<file path="src/rtl/wb_chan_fanout.sv">
// wb_chan_fanout
//   Wishbone fan-out from one upstream target port to NCHAN downstream
//   channel ports. A field of the upstream address selects the channel,
//   and only that channel sees cyc/stb. One transfer is in flight at a
//   time, with a per-transfer timeout. Unmapped channels and timeouts
//   answer with err. A saturating counter counts every err returned
//   upstream.
//
// Ports
//   wb_clk_i, wb_rst_i   clock, synchronous active-high reset
//   wb_cyc_i .. wb_sel_i upstream request (cyc, stb, we, adr, dat, sel)
//   wb_ack_o/err_o/rty_o registered upstream response, one cycle, exclusive
//   wb_dat_o             upstream read data (0 on err)
//   m_cyc_o, m_stb_o     per-channel cycle/strobe, one-hot or zero
//   m_we_o .. m_sel_o    shared registered downstream request fields
//   m_ack_i/err_i/rty_i  per-channel responses
//   m_dat_i              per-channel read data, channel k at [k*DW +: DW]
//   err_count_o          saturating count of upstream err responses
module wb_chan_fanout #(
  parameter int NCHAN    = 8,
  parameter int AW       = 22,
  parameter int DW       = 32,
  parameter int LOCAL_AW = 8,
  parameter int SEL_LSB  = 8,
  parameter int SEL_W    = 3,
  parameter int TIMEOUT  = 255,
  parameter int ERRCNT_W = 16,
  localparam int SW      = DW / 8
) (
  input  logic                wb_clk_i,
  input  logic                wb_rst_i,
  input  logic                wb_cyc_i,
  input  logic                wb_stb_i,
  input  logic                wb_we_i,
  input  logic [AW-1:0]       wb_adr_i,
  input  logic [DW-1:0]       wb_dat_i,
  input  logic [SW-1:0]       wb_sel_i,
  output logic                wb_ack_o,
  output logic                wb_err_o,
  output logic                wb_rty_o,
  output logic [DW-1:0]       wb_dat_o,
  output logic [NCHAN-1:0]    m_cyc_o,
  output logic [NCHAN-1:0]    m_stb_o,
  output logic                m_we_o,
  output logic [LOCAL_AW-1:0] m_adr_o,
  output logic [DW-1:0]       m_dat_o,
  output logic [SW-1:0]       m_sel_o,
  input  logic [NCHAN-1:0]    m_ack_i,
  input  logic [NCHAN-1:0]    m_err_i,
  input  logic [NCHAN-1:0]    m_rty_i,
  input  logic [NCHAN*DW-1:0] m_dat_i,
  output logic [ERRCNT_W-1:0] err_count_o
);

  localparam int TMO_W = (TIMEOUT > 0) ? $clog2(TIMEOUT + 1) : 1;

  typedef enum logic [1:0] {IDLE, BUSY, DONE} state_t;

  state_t               state;
  logic [SEL_W-1:0]     idx;
  logic [SEL_W-1:0]     sel_field;
  logic [TMO_W-1:0]     tmo_cnt;
  logic                 tmo_hit;
  logic                 resp_ack;
  logic                 resp_err;
  logic                 resp_rty;
  logic [DW-1:0]        resp_dat;
  logic [ERRCNT_W-1:0]  err_count_inc;
  logic                 unused_adr;

  assign sel_field = wb_adr_i[SEL_LSB +: SEL_W];

  // Address bits outside the forwarded and select fields are ignored.
  assign unused_adr = ^wb_adr_i;

  // Per-channel strobe always mirrors the per-channel cycle.
  assign m_stb_o = m_cyc_o;

  // The timeout counter starts at 0 on BUSY entry, so hitting TIMEOUT-1
  // means TIMEOUT BUSY cycles have elapsed without a response.
  assign tmo_hit = (TIMEOUT != 0) && (tmo_cnt == TMO_W'(TIMEOUT - 1));

  assign err_count_inc = (err_count_o == '1) ? err_count_o : err_count_o + 1'b1;

  // Only the latched channel can respond; the other channels are masked out.
  always_comb begin
    resp_ack = 1'b0;
    resp_err = 1'b0;
    resp_rty = 1'b0;
    resp_dat = '0;
    for (int k = 0; k < NCHAN; k++) begin
      if (idx == SEL_W'(k)) begin
        resp_ack = m_ack_i[k];
        resp_err = m_err_i[k];
        resp_rty = m_rty_i[k];
        resp_dat = m_dat_i[k*DW +: DW];
      end
    end
  end

  always_ff @(posedge wb_clk_i) begin
    if (wb_rst_i) begin
      state       <= IDLE;
      idx         <= '0;
      tmo_cnt     <= '0;
      wb_ack_o    <= 1'b0;
      wb_err_o    <= 1'b0;
      wb_rty_o    <= 1'b0;
      wb_dat_o    <= '0;
      m_cyc_o     <= '0;
      m_we_o      <= 1'b0;
      m_adr_o     <= '0;
      m_dat_o     <= '0;
      m_sel_o     <= '0;
      err_count_o <= '0;
    end else begin
      // Upstream response lasts exactly one cycle (the DONE state).
      wb_ack_o <= 1'b0;
      wb_err_o <= 1'b0;
      wb_rty_o <= 1'b0;
      wb_dat_o <= '0;
      case (state)
        IDLE: begin
          if (wb_cyc_i && wb_stb_i) begin
            if (int'(sel_field) >= NCHAN) begin
              wb_err_o    <= 1'b1;
              err_count_o <= err_count_inc;
              state       <= DONE;
            end else begin
              idx     <= sel_field;
              m_we_o  <= wb_we_i;
              m_adr_o <= wb_adr_i[LOCAL_AW-1:0];
              m_dat_o <= wb_dat_i;
              m_sel_o <= wb_sel_i;
              m_cyc_o <= NCHAN'(1) << sel_field;
              tmo_cnt <= '0;
              state   <= BUSY;
            end
          end
        end
        BUSY: begin
          // An upstream abort wins over any response arriving in the same
          // cycle: the master is gone, so nothing is returned.
          if (!wb_cyc_i) begin
            m_cyc_o <= '0;
            state   <= IDLE;
          end else if (resp_err || resp_rty || resp_ack) begin
            m_cyc_o <= '0;
            state   <= DONE;
            if (resp_err) begin
              wb_err_o    <= 1'b1;
              err_count_o <= err_count_inc;
            end else if (resp_rty) begin
              wb_rty_o <= 1'b1;
              wb_dat_o <= resp_dat;
            end else begin
              wb_ack_o <= 1'b1;
              wb_dat_o <= resp_dat;
            end
          end else if (tmo_hit) begin
            m_cyc_o     <= '0;
            wb_err_o    <= 1'b1;
            err_count_o <= err_count_inc;
            state       <= DONE;
          end else begin
            tmo_cnt <= tmo_cnt + 1'b1;
          end
        end
        DONE: begin
          state <= IDLE;
        end
        default: begin
          state <= IDLE;
        end
      endcase
    end
  end

endmodule

</file>
<file path="config.mk">
export PLATFORM = sky130hd
export DESIGN_NAME = wb_chan_fanout
export DESIGN_NICKNAME = d
export VERILOG_FILES = /design/src/rtl/wb_chan_fanout.sv
export SDC_FILE = /design/constraint.sdc
export NUM_CORES = 1
export LEC_CHECK = 0
export ABC_AREA = 1
export CAP_MARGIN = 10
export CORE_AREA = 2 2 178 180
export CTS_BUF_LIST = sky130_fd_sc_hd__clkbuf_2
export DETAILED_ROUTE_END_ITERATION = 8
export DIE_AREA = 0 0 180 182
export PLACE_DENSITY = 0.54
export SLEW_MARGIN = 20
export SYNTH_ARGS = -nofsm -noshare
export SYNTH_HDL_FRONTEND = slang
export SYNTH_SLANG_ARGS = --single-unit
</file>
<file path="constraint.sdc">
create_clock -name wb_clk_i -period 3.08 [get_ports wb_clk_i]
set_clock_uncertainty 0.05 [all_clocks]
set_input_delay 0.616 -clock wb_clk_i [delete_from_list [all_inputs] [get_ports wb_clk_i]]
set_output_delay 0.616 -clock wb_clk_i [all_outputs]
set_load 0.1 [all_outputs]
</file>
==> flow_summary.json <==
{
  "min_path_type": "primary input to register",
  "startpoint_type": "register",
  "cts_buffer_depth": 2,
  "ff2ff_setup_slack_ns": 0.40,
  "peakVddDrop_mv": 0.234,
  "crit_top_cell": "nand2_1",
  "worst_ep_arrival_time_ns": 3.26,
  "total_power_mw": 4.35,
  "coreArea_um2": 31000,
  "viasPerCell": 4.68,
  "crit_slowest_cell": "dfxtp_1",
  "syn_avg_cell_area_um2": 6.82,
  "ys_seq_elements": 117,
  "endpoint_kind": "register",
  "slew_viol_final": 0,
  "htreeDepth": 4,
  "regArea_um2": 2340,
  "setup_viol": 0,
  "netlist_area_um2": 6410,
  "rr_startpoint": "idx[0]",
  "p_clk_frac": 0.262,
  "r2r-end": "tmo_cnt[7]",
  "hpwlAfterDp_mm": 26.8,
  "dr_wl_met3_mm": 2.34,
  "area_delta_synth_final_pct": 74.9,
  "grt_max_degree": 59,
  "top_layer": "met4",
  "netlist_instances": 939,
  "crit_path_end": "tmo_cnt[7]",
  "rsz0062_at_grt": "no",
  "yosys_warnings": 0,
  "ctsHoldBuffers": 0,
  "ctsResizeCount": 0,
  "path_class": "register to register",
  "grt_pass1_wl_mm": 51.7,
  "multi_input_area_um2": 3550,
  "switching_share": 0.388,
  "post_cts_buffers": 0,
  "synth_enable_flop_cells": 0,
  "cp.depth": 10,
  "rows": 65,
  "comb_power_share": 0.365,
  "path_clk_slew_ns": 0.24,
  "seq_power_share": 0.373,
  "power_density_nw_per_um2": 388,
  "status": "complete, no violations",
  "critPathTopFamily": "simple AND/OR/NAND/NOR gates",
  "min_period_ns": 2.68,
  "wl_per_cell_um": 19.8,
  "cp.required_ns": 3.67,
  "ys_top_cells_by_area": "dfxtp_1 37%, nand2_1 11%, nor2_1 8.4%",
  "antenna_found_initial": 4,
  "port-buffer-count": 443,
  "synth_cell_types": 34,
  "finalWirelength_mm": 35.0,
  "whs_path_depth": 3,
  "synthFlopType": "dfxtp_1",
  "leakagePower_nw": 4.49,
  "slew_headroom": 0.601,
  "p_sw_mw": 1.69,
  "wl_met1_mm": 14.9,
  "fp.dieH_um": 182,
  "worst_pin_slew_ns": 0.598,
  "n_fill_cell": 3321,
  "grt_use_total": 0.208,
  "reg2reg_depth": 10,
  "clock_latency_ns": 0.69,
  "cts_tree": "done",
  "hold_viol": 0,
  "grt_pass1_vias": 8246,
  "vias": 8295,
  "drc_errors": 0,
  "drive_gt1_frac": 0.136,
  "clock-sinks": 117,
  "crit_buf_inv": 2,
  "layout.nets": 1701,
  "finalCritPeriodShare": 0.869,
  "dr.pass1.iters": 5,
  "synthMostInstantiatedCell": "nand2_1",
  "wl_met2_mm": 17.2,
  "pin_count": 455,
  "worstPathCellList": "inv_2, nand3_1, clkinv_1, nand2_1, nand4_1, nor2_2, nand3_4, nand2_1, nand2_1, a21oi_1",
  "synth_top_area_frac": 0.366,
  "setup_tns_ns": 0,
  "yosysTopAreaCell": "dfxtp_1",
  "max_freq_ghz": 0.374,
  "p_int_mw": 2.66,
  "critPathMaxFanout": 18,
  "slowest_delay_ns": 0.62,
  "start_util": 0.207,
  "dieArea_um2": 32800,
  "critPathLaunch": "idx[0]",
  "die_w_um": 180,
  "async_reset_ff_frac": 0,
  "grt-ovfl-total": 0,
  "ys_seq_area_frac": 0.366,
  "numCtsBuffers": 17,
  "cts_root_buf": "clkbuf_2",
  "syn-num-nets": 1285,
  "drtIter0Drc": 489,
  "antenna_left": 0,
  "maxCapViolations": 0,
  "place.gp.congestion": 0.919,
  "synthTopCellsByCount": "187 x nand2_1, 143 x nor2_1, 117 x dfxtp_1"
}
through the flow:
stage	worst slack (ns)	cells	util	hold slack [ns]	area, um2
final	0.403	1772	0.362	0.381	11200
after global routing	0.177	1772	0.362	0.255	11200
after CTS	0.370	1769	0.361	0.252	11200
after detailed placement	0.313	1738	0.353	0.450	10900
after global placement	0.322	1738	0.353	0.442	10900
after floorplan	0.562	939	-	0.425	6410
sequential cells by signal (all words and copies together), names as in the netlist:
| name | count |
|---|---|
| wb_dat_o | 32 |
| m_adr_o | 8 |
| wb_err_o | 1 |
| m_sel_o | 4 |
| state | 2 |
| err_count_o | 16 |
| wb_rty_o | 1 |
| wb_ack_o | 1 |
| m_dat_o | 32 |
| idx | 3 |
| m_we_o | 1 |
| m_cyc_o | 8 |
| tmo_cnt | 8 |
how the worst min path moves through the flow:
stage               slack (ns)         start           end
floorplan                 0.42    tmo_cnt[3]    tmo_cnt[3]
CTS                       0.25   wb_adr_i[6]    m_adr_o[6]
global placement          0.44   m_dat_o[22]   m_dat_o[22]
finish                    0.38  m_dat_i[244]  wb_dat_o[20]
detailed placement        0.45    tmo_cnt[3]    tmo_cnt[3]
global route              0.25   wb_sel_i[0]    m_sel_o[0]
metal layers:
metal / vias to the layer above / GRT usage
li1: 4056 / -
met1: 3889 / 0.259
met2: 320 / 0.362
met3: 30 / 0.0467
met4: 0 / 0.0550
met5: - / 0
layout by cell type, fill, tap and decap left out, types with 3 or more instances in the layout:
master,Yosys,routed
xor2_1,12,12
dfxtp_1,117,117
nand4_1,42,42
clkbuf_2,0,18
and3_1,12,12
xnor2_1,6,6
inv_1,45,44
nand2_1,187,187
nor4_1,5,5
bufinv_16,0,3
nor3_1,10,10
clkinv_1,2,4
buf_4,11,132
o21ai_0,80,80
a32o_1,18,18
a21oi_1,61,61
clkdlybuf4s50_1,0,331
nor2_1,143,142
diode_2,0,3
ha_1,3,3
nor2_4,2,3
buf_12,0,3
clkinv_4,0,3
inv_2,4,4
nand3_1,61,61
a221oi_1,15,15
nand2_2,3,3
a31oi_1,30,30
clkinv_2,0,3
area by class of cell:
type,count,area share
Inverter,51,0.0171
Clock inverter,13,0.0142
Timing Repair Buffer,466,0.389
Multi-Input combinational cell,702,0.317
Clock buffer,18,0.00804
Antenna cell,3,0.000670
Tap cell,402,0.0449
Sequential cell,117,0.209
worst reg2reg max path: stages (launching register included):
cell,delay [ns]
dfxtp_1,0.62
inv_2,0.21
nand3_1,0.16
clkinv_1,0.29
nand2_1,0.19
nand4_1,0.13
nor2_2,0.22
nand3_4,0.24
nand2_1,0.30
nand2_1,0.08
a21oi_1,0.13
logic make-up after synthesis:
logic type                 synth area share
xor gates and xnor gates             0.0246
buffers and inverters                0.0828
DFF                                   0.366
adders and majority gates           0.00586
AOI/OAI and AO/OA                     0.188
and+or+nand+nor                       0.333
power by group through the flow:
stage / Sequential [mW] / Clock [mW] / Combinational [mW]
after floorplan: 2.04 / 0 / 0.492
after global placement: 1.65 / 0 / 1.59
after detailed placement: 1.65 / 0 / 1.59
after CTS: 1.62 / 1.20 / 1.60
after global routing: 1.63 / 1.26 / 1.69
final: 1.62 / 1.14 / 1.59
(Power assumes the default switching activity.)
